<file path="config.mk">
export PLATFORM = sky130hd
export DESIGN_NAME = serial_audio_format_controller_flat
export DESIGN_NICKNAME = d
export VERILOG_FILES = /design/src/rtl/serial_audio_format_controller_if.sv /design/src/rtl/serial_audio_format_controller.sv /design/src/flat_wrapper.sv
export SDC_FILE = /design/constraint.sdc
export NUM_CORES = 1
export LEC_CHECK = 0
export CAP_MARGIN = 20
export CORE_MARGIN = 4
export CORE_UTILIZATION = 40
export DETAILED_ROUTE_END_ITERATION = 8
export GPL_TIMING_DRIVEN = 0
export PLACE_DENSITY = 0.67
export RECOVER_POWER = 25
export SLEW_MARGIN = 20
export SYNTH_ARGS = -nofsm -noshare
export SYNTH_HDL_FRONTEND = slang
export SYNTH_SLANG_ARGS = --single-unit
</file>
<file path="constraint.sdc">
create_clock -name clk -period 2.7 [get_ports clk]
set_clock_uncertainty 0.15 [all_clocks]
set_input_delay 0.405 -clock clk [delete_from_list [all_inputs] [get_ports clk]]
set_output_delay 0.405 -clock clk [all_outputs]
set_load 0.01 [all_outputs]
</file>
<file path="src/rtl/serial_audio_format_controller_if.sv">
// Control/data bundle between the format controller, its serial audio decoder and the downstream frame sink.
// master = controller view, slave = decoder/sink/host view.
interface serial_audio_format_controller_if #(
  parameter int unsigned AUDIO_WIDTH = 32
);
  logic                   enable;
  logic                   dec_reset;
  logic                   dec_is_i2s;
  logic                   dec_lrclk_polarity;
  logic                   dec_is_error;
  logic                   dec_valid;
  logic                   dec_ready;
  logic                   dec_is_left;
  logic [AUDIO_WIDTH-1:0] dec_audio;
  logic                   o_valid;
  logic                   o_ready;
  logic [AUDIO_WIDTH-1:0] o_left;
  logic [AUDIO_WIDTH-1:0] o_right;
  logic                   locked;
  logic [1:0]             format;

  modport master (
    input  enable, dec_is_error, dec_valid, dec_is_left, dec_audio, o_ready,
    output dec_reset, dec_is_i2s, dec_lrclk_polarity, dec_ready,
           o_valid, o_left, o_right, locked, format
  );

  modport slave (
    output enable, dec_is_error, dec_valid, dec_is_left, dec_audio, o_ready,
    input  dec_reset, dec_is_i2s, dec_lrclk_polarity, dec_ready,
           o_valid, o_left, o_right, locked, format
  );
endinterface

</file>
<file path="src/rtl/serial_audio_format_controller.sv">
// Auto-detects the serial audio format of one decoder by cycling format candidates, then pairs
// left/right samples into stereo frames behind a one-frame valid/ready output buffer.
module serial_audio_format_controller #(
  parameter int unsigned AUDIO_WIDTH    = 32,
  parameter int unsigned LOCK_FRAMES    = 4,
  parameter int unsigned TIMEOUT_CYCLES = 4096
) (
  input  logic                            clk,
  input  logic                            reset,
  serial_audio_format_controller_if.master bus
);

  localparam int unsigned TMO_W = $clog2(TIMEOUT_CYCLES);
  localparam int unsigned CNT_W = $clog2(LOCK_FRAMES + 1);
  localparam logic [TMO_W-1:0] TMO_LAST  = TMO_W'(TIMEOUT_CYCLES - 1);
  localparam logic [CNT_W-1:0] LOCK_LAST = CNT_W'(LOCK_FRAMES - 1);

  typedef enum logic [1:0] {S_IDLE, S_RST, S_SEARCH, S_LOCKED} state_t;

  state_t                 state;
  logic                   rst_cnt;
  logic [TMO_W-1:0]       tmo;
  logic [CNT_W-1:0]       pair_cnt;
  logic                   left_pend;
  logic [AUDIO_WIDTH-1:0] left_hold;
  logic                   dec_reset_q;
  logic                   o_valid_q;
  logic [AUDIO_WIDTH-1:0] o_left_q;
  logic [AUDIO_WIDTH-1:0] o_right_q;
  logic                   locked_q;
  logic [1:0]             format_q;

  logic dec_ready_c;
  logic xfer;
  logic tmo_hit;

  // Accept samples freely while searching; when locked only if the output slot frees this cycle.
  always_comb begin
    dec_ready_c = 1'b0;
    if (state == S_SEARCH)
      dec_ready_c = 1'b1;
    else if (state == S_LOCKED)
      dec_ready_c = !(o_valid_q && !bus.o_ready);
  end

  assign xfer    = bus.dec_valid && dec_ready_c;
  assign tmo_hit = (tmo == TMO_LAST);

  always_ff @(posedge clk) begin
    if (reset) begin
      state       <= S_IDLE;
      rst_cnt     <= 1'b0;
      tmo         <= '0;
      pair_cnt    <= '0;
      left_pend   <= 1'b0;
      left_hold   <= '0;
      dec_reset_q <= 1'b1;
      o_valid_q   <= 1'b0;
      o_left_q    <= '0;
      o_right_q   <= '0;
      locked_q    <= 1'b0;
      format_q    <= 2'd0;
    end else begin
      // A held frame drains on handshake in every enabled state; a same-cycle load below wins.
      if (o_valid_q && bus.o_ready)
        o_valid_q <= 1'b0;

      if (!bus.enable) begin
        state       <= S_IDLE;
        dec_reset_q <= 1'b1;
        o_valid_q   <= 1'b0;
        locked_q    <= 1'b0;
        left_pend   <= 1'b0;
        pair_cnt    <= '0;
        tmo         <= '0;
      end else begin
        case (state)
          S_IDLE: begin
            state     <= S_RST;
            rst_cnt   <= 1'b0;
            tmo       <= '0;
            pair_cnt  <= '0;
            left_pend <= 1'b0;
          end

          S_RST: begin
            tmo       <= '0;
            pair_cnt  <= '0;
            left_pend <= 1'b0;
            if (rst_cnt) begin
              state       <= S_SEARCH;
              dec_reset_q <= 1'b0;
            end else begin
              rst_cnt <= 1'b1;
            end
          end

          S_SEARCH: begin
            if (bus.dec_is_error || (!xfer && tmo_hit)) begin
              format_q    <= format_q + 2'd1;
              state       <= S_RST;
              rst_cnt     <= 1'b0;
              dec_reset_q <= 1'b1;
            end else if (xfer) begin
              tmo <= '0;
              if (bus.dec_is_left) begin
                if (left_pend)
                  pair_cnt <= '0;
                left_pend <= 1'b1;
              end else if (left_pend) begin
                left_pend <= 1'b0;
                if (pair_cnt == LOCK_LAST) begin
                  state    <= S_LOCKED;
                  locked_q <= 1'b1;
                  pair_cnt <= '0;
                end else begin
                  pair_cnt <= pair_cnt + CNT_W'(1);
                end
              end else begin
                pair_cnt <= '0;
              end
            end else begin
              tmo <= tmo + TMO_W'(1);
            end
          end

          S_LOCKED: begin
            if (bus.dec_is_error || (!xfer && tmo_hit)) begin
              locked_q    <= 1'b0;
              state       <= S_RST;
              rst_cnt     <= 1'b0;
              dec_reset_q <= 1'b1;
            end else if (xfer) begin
              tmo <= '0;
              if (bus.dec_is_left) begin
                left_hold <= bus.dec_audio;
                left_pend <= 1'b1;
              end else if (left_pend) begin
                o_left_q  <= left_hold;
                o_right_q <= bus.dec_audio;
                o_valid_q <= 1'b1;
                left_pend <= 1'b0;
              end
            end else begin
              tmo <= tmo + TMO_W'(1);
            end
          end

          default: state <= S_IDLE;
        endcase
      end
    end
  end

  assign bus.dec_reset          = dec_reset_q;
  assign bus.dec_is_i2s         = format_q[1];
  assign bus.dec_lrclk_polarity = format_q[0];
  assign bus.dec_ready          = dec_ready_c;
  assign bus.o_valid            = o_valid_q;
  assign bus.o_left             = o_left_q;
  assign bus.o_right            = o_right_q;
  assign bus.locked             = locked_q;
  assign bus.format             = format_q;

endmodule

</file>
<file path="src/flat_wrapper.sv">
// flat-port wrapper written by rule: the top's interface ports become plain ports
module serial_audio_format_controller_flat 
#(
  parameter int unsigned AUDIO_WIDTH    = 32,
  parameter int unsigned LOCK_FRAMES    = 4,
  parameter int unsigned TIMEOUT_CYCLES = 4096
)
  (clk, reset, bus_enable, bus_dec_is_error, bus_dec_valid, bus_dec_is_left, bus_dec_audio, bus_o_ready, bus_dec_reset, bus_dec_is_i2s, bus_dec_lrclk_polarity, bus_dec_ready, bus_o_valid, bus_o_left, bus_o_right, bus_locked, bus_format);
  serial_audio_format_controller_if #(.AUDIO_WIDTH(AUDIO_WIDTH)) bus_i ();
  input  logic clk;
  input  logic reset;
  input wire logic [$bits(bus_i.enable)-1:0] bus_enable;
  input wire logic [$bits(bus_i.dec_is_error)-1:0] bus_dec_is_error;
  input wire logic [$bits(bus_i.dec_valid)-1:0] bus_dec_valid;
  input wire logic [$bits(bus_i.dec_is_left)-1:0] bus_dec_is_left;
  input wire logic [$bits(bus_i.dec_audio)-1:0] bus_dec_audio;
  input wire logic [$bits(bus_i.o_ready)-1:0] bus_o_ready;
  output wire logic [$bits(bus_i.dec_reset)-1:0] bus_dec_reset;
  output wire logic [$bits(bus_i.dec_is_i2s)-1:0] bus_dec_is_i2s;
  output wire logic [$bits(bus_i.dec_lrclk_polarity)-1:0] bus_dec_lrclk_polarity;
  output wire logic [$bits(bus_i.dec_ready)-1:0] bus_dec_ready;
  output wire logic [$bits(bus_i.o_valid)-1:0] bus_o_valid;
  output wire logic [$bits(bus_i.o_left)-1:0] bus_o_left;
  output wire logic [$bits(bus_i.o_right)-1:0] bus_o_right;
  output wire logic [$bits(bus_i.locked)-1:0] bus_locked;
  output wire logic [$bits(bus_i.format)-1:0] bus_format;
  assign bus_i.enable = bus_enable;
  assign bus_i.dec_is_error = bus_dec_is_error;
  assign bus_i.dec_valid = bus_dec_valid;
  assign bus_i.dec_is_left = bus_dec_is_left;
  assign bus_i.dec_audio = bus_dec_audio;
  assign bus_i.o_ready = bus_o_ready;
  assign bus_dec_reset = bus_i.dec_reset;
  assign bus_dec_is_i2s = bus_i.dec_is_i2s;
  assign bus_dec_lrclk_polarity = bus_i.dec_lrclk_polarity;
  assign bus_dec_ready = bus_i.dec_ready;
  assign bus_o_valid = bus_i.o_valid;
  assign bus_o_left = bus_i.o_left;
  assign bus_o_right = bus_i.o_right;
  assign bus_locked = bus_i.locked;
  assign bus_format = bus_i.format;
  serial_audio_format_controller #(.AUDIO_WIDTH(AUDIO_WIDTH), .LOCK_FRAMES(LOCK_FRAMES), .TIMEOUT_CYCLES(TIMEOUT_CYCLES)) u_core (.clk(clk), .reset(reset), .bus(bus_i));
endmodule
</file>
# Word-level counts from Yosys, hierarchy flattened
# Cells that the tools add are included.
# W data, S select, Z words.
# totals
register_bits	120
out_inout_bits	72
wordCells	103
# op_classes
addsub	3
eq_ne	20
muxes	41
n_bitwise	3
reduce_logical	24
# ops
operator	count
$mux W12	2
$pmux W12 S2	1
$mux W1	19
$mux W3	6
$mux W2	7
$add A12 B1 Y12 const B	1
$eq A12 B12 Y1 const B	1
$reduce_and A6 Y1	2
$ne A2 B1 Y1 const B	5
$ne A2 B2 Y1 const B	5
$ne A3 B2 Y1 const B	3
$pmux W2 S4	1
$reduce_and A7 Y1	1
$ne A3 B3 Y1 const B	2
$pmux W1 S2	3
$pmux W3 S2	1
$reduce_and A3 Y1	2
$reduce_bool A2 Y1	3
$reduce_or A2 Y1	3
$reduce_and A5 Y1	1
$eq A2 B2 Y1 const B	2
$logic_and A1 B1 Y1	4
$reduce_and A2 Y1	2
$reduce_and A4 Y1	1
other kinds (9)	13

# Logic depth before layout (Yosys ltp)
# logic_depth
ltp_word	11
depth_mapped	10
mapped_depth_nobuf	7

# Worst setup path before layout
# Ideal clock, no wire load.
# synth_timing
path_kind	reg-to-reg
startpoint	reg u_core.state[0]
endpoint	reg u_core.tmo[7]
setup_ns	0.124
t_arrival_ns	1.892
setup_slack_ns	0.535
path_stages_with_launch	10
n_path_buf	2
cell_sequence	dfxtp_1 inv_1 ha_1 buf_6 or3b_1 a21o_1 buf_2 o2111ai_1 mux2i_1 o21ai_0
# synth_between
elab_chain_len	8
word_cells_on_any_way	16
# synth_rtl
element	line	text
start: declaration	serial_audio_format_controller.sv:20	state_t state;
start signal: assignment	serial_audio_format_controller.sv:51	state <= S_IDLE;
start signal: assignment	serial_audio_format_controller.sv:69	state <= S_IDLE;
start signal: assignment	serial_audio_format_controller.sv:79	state <= S_RST;
branches (longest 8 deep; another with $mux W12)	n/a	
end signal: assignment	serial_audio_format_controller.sv:123	tmo <= tmo + TMO_W'(1);
end signal: assignment	serial_audio_format_controller.sv:145	tmo <= tmo + TMO_W'(1);
end: declaration	serial_audio_format_controller.sv:22	logic [TMO_W-1:0] tmo;
# Several ways; the timed one is not identified. The select of a mux whose other input is x is not followed.
# A chain may end at the register's enable or synchronous reset.

# Worst setup path after layout
# layout_timing
startpoint	reg u_core.state[0]
endpoint	out bus_dec_ready
# layout_between
elab_chain_len	3
word_cells_on_any_way	4
# layout_rtl
element	line	text
$eq A2 B2 Y1	serial_audio_format_controller.sv:42	else if (state == S_LOCKED)
$mux W1	serial_audio_format_controller.sv:42	
$mux W1 (*)	serial_audio_format_controller.sv:40	if (state == S_SEARCH)
end: declaration	flat_wrapper.sv:21	output wire logic [$bits(bus_i.dec_ready)-1:0] bus_dec_ready;
# Mark *: on every way between the ends. The rest lies on a longest branch, timed or not.

==> summary.md <==
| Metric | Value |
|---|---|
| Status | finished clean |
| Antenna Cells | 0 |
| Pre-CTS setup slack | 0.0572 ns |
| Final period utilization | 0.938 |
| Hpwl dp | 9.16 mm |
| Setup_tns | 0 ns |
| Share of layout cells above drive strength 1 | 0.0935 |
| # hold bufs at CTS | 0 |
| Total number of vias | 4063 |
| Core Region | 0.0132 sq mm |
| Vias in the first global route | 4183 |
| Most frequent cells in the layout | nand2b_1, dfxtp_1, mux2i_1 |
| CP Capture Type | output pin |
| Post-synth cell types | 47 |
| Antenna violations before repair | 0 |
| Fill count | 1182 |
| # IOs | 111 |
| Die area | 0.0154 sq mm |
| Clock Latency Late Sink | 0.41 ns |
| Slew of the pin with the lowest slew margin | 0.559 ns |
| Nets@finish | 696 |
| Final Slew Violations | 0 |
| Synth Warn # | 0 |
| Row Count | 42 |
| Gr ovfl total | 0 |
| CP arrival | 1.98 ns |
| Die X | 124 microns |
| Clk buf depth | 2 |
| RSZ-0062 raised after global routing | no |
| Peak VDD IR | 0.408 mV |
| Tot GR Track Use | 0.175 |
| Crit start category | register |
| Mapped Area | 0.00538 sq mm |
| Slew margin rel. | 0.625 |
| FF+latch count, synth | 120 |
| Routed WL per cell | 15.0 microns |
| Setup Crit Path Kind | register to output pin |
| Sequential fraction of the synthesis area | 0.447 |
| Final WL | 12.5 mm |
| Vias per cell | 4.84 |
| Fin crit period | 2.53 ns |
| Final Hold Fails | 0 |
| Mapped Avg Cell Area | 10.3 sq um |
| First-pass GRT wire length | 20.8 mm |
| CTS tree | built |
| Setup Buffers After CTS | 0 |
| Resize count post-CTS | 0 |
| Antenna Violating Nets Remaining | 0 |
| Area leader, netlist | dfxtp_1 |
| Die Ht | 124 microns |
| Crit path required time | 2.14 ns |
| Area growth, synth to finish | 35.5% |
| Fmax | 0.395 GHz |
| CTS sink count | 120 |
| Drt first pass iters | 5 |
| Cell count after synthesis | 523 |
| Pwr dens | 584 mW/mm^2 |
| Worst hold-check path type | input port to register |
| Synthesized Nets | 569 |
| Starting density of the core | 0.408 |
| Largest net degree at the start of global routing | 17 |
| Synth async-reset ratio | 0 |
| Dominant synthesized flop cell | dfxtp_1 |
| Post-synth top area share | 0.447 |
| Crit path max fanout | 10 |
| Total CTS buffers | 17 |
| Pleak | 3.15 nW |
| PnR worst setup slack | 0.167 ns |
| Post-synth EDFFs | 0 |
| Routability congestion estimate | 0.775 |
| PortBufs | 108 |
| Initial drt markers | 211 |
| H-tree depth | 4 |
| Clock transition time at the flip-flop clock pins of the worst setup and hold paths | 0.05 ns |
| Root cell of the clock tree | clkbuf_16 |
| Most common cell after layout, fill and taps aside | nand2b_1 |
| Residual DRC | 0 |
| Area contributors post-synth | dfxtp_1, mux2i_1, nand2b_1, buf_6, ha_1 |
| Final setup violation count | 0 |
| MaxCap Viol Count | 0 |
==> critical path, cell delays in order, from the launching register on <==
cell             delay, ns
dfxtp_1               0.40
inv_1                 0.10
ha_1                  0.23
buf_6                 0.14
a21o_4                0.21
clkdlybuf4s50_1       0.48
==> report_power, final <==
| group | internal, mW | switching (mW) | total, mW |
|---|---|---|---|
| sequential | 1.77 | 0.00241 | 1.78 |
| combinational | 0.0986 | 0.0792 | 0.178 |
| clock | 1.49 | 0.802 | 2.30 |
| total | 3.37 | 0.884 | 4.25 |
==> cell type report <==
type / count / area, sq um / area share
inverter: 5 / 18.8 / 0.00258
sequential: 120 / 2400 / 0.330
tap: 176 / 220 / 0.0302
clock inverter: 12 / 150 / 0.0206
timing repair buffer: 108 / 1080 / 0.148
multi-input combinational: 361 / 2690 / 0.370
buffer: 37 / 262 / 0.0359
clock buffer: 20 / 457 / 0.0627
==> cells in the mapped netlist (2+ instances only) <==
master,count
a211oi_1,2
a21boi_0,2
a21oi_1,14
and2_1,3
and3_1,3
and4_1,2
and4_4,2
buf_12,2
buf_2,3
buf_4,5
buf_6,9
clkbuf_1,18
dfxtp_1,120
ha_1,7
inv_1,5
mux2_2,3
mux2i_1,101
nand2_1,11
nand2b_1,133
nand3_1,4
nand4_1,5
nand4b_1,3
nor2_1,18
nor2b_1,7
o2111ai_1,3
o211ai_1,2
o21ai_0,9
o31ai_1,2
or3_1,2
or4_1,2
xor2_1,5
==> per-stage QoR <==
step,utilization,total power [mW],hold WS [ns],cells,area (sq um)
6_report,0.552,4.25,0.305,839,7280
5_1_grt,0.552,4.40,0.333,839,7280
4_1_cts,0.552,4.29,0.281,839,7280
3_5_place_dp,0.506,1.99,0.311,807,6680
3_3_place_gp,0.506,1.99,0.306,807,6680
2_1_floorplan,-,1.90,0.294,523,5380
==> kinds of logic after synthesis <==
logic type | count (synthesis) | share of synthesized area
and+or+nand+nor | 202 | 0.228
DFF | 120 | 0.447
muxes | 104 | 0.194
AOI/OAI and AO/OA | 42 | 0.0521
buffers and inverters | 42 | 0.0521
adders and majority gates | 7 | 0.0163
xor gates and xnor gates | 6 | 0.00978
==> final timing paths <==
path	startpoint	end	slack [ns]	depth (start not counted)
setup / recovery	u_core.state[0]	bus_dec_ready	0.17	5
hold / removal	bus_dec_valid	u_core.tmo[7]	0.31	4
setup reg to reg	u_core.state[0]	u_core.bus.o_right[29]	0.25	10
hold reg to reg	u_core.bus.locked	u_core.bus.locked	0.31	2
==> sequential cells by signal (all words and copies together) (netlist names) <==
name,cells
u_core.bus.dec_reset,1
u_core.left_hold,32
u_core.rst_cnt,1
u_core.pair_cnt,3
u_core.bus.format,2
u_core.state,2
u_core.bus.locked,1
u_core.bus.o_valid,1
u_core.bus.o_left,32
u_core.tmo,12
u_core.bus.o_right,32
u_core.left_pend,1
==> per-layer routing <==
metal | share of wire | track usage | vias up
li1 | - | - | 2030
met5 | 0 | 0 | -
met2 | 0.48 | 0.278 | 108
met1 | 0.45 | 0.217 | 1902
met3 | 0.060 | 0.0618 | 23
met4 | 0.018 | 0.0664 | 0
(Power assumes the default switching activity.)
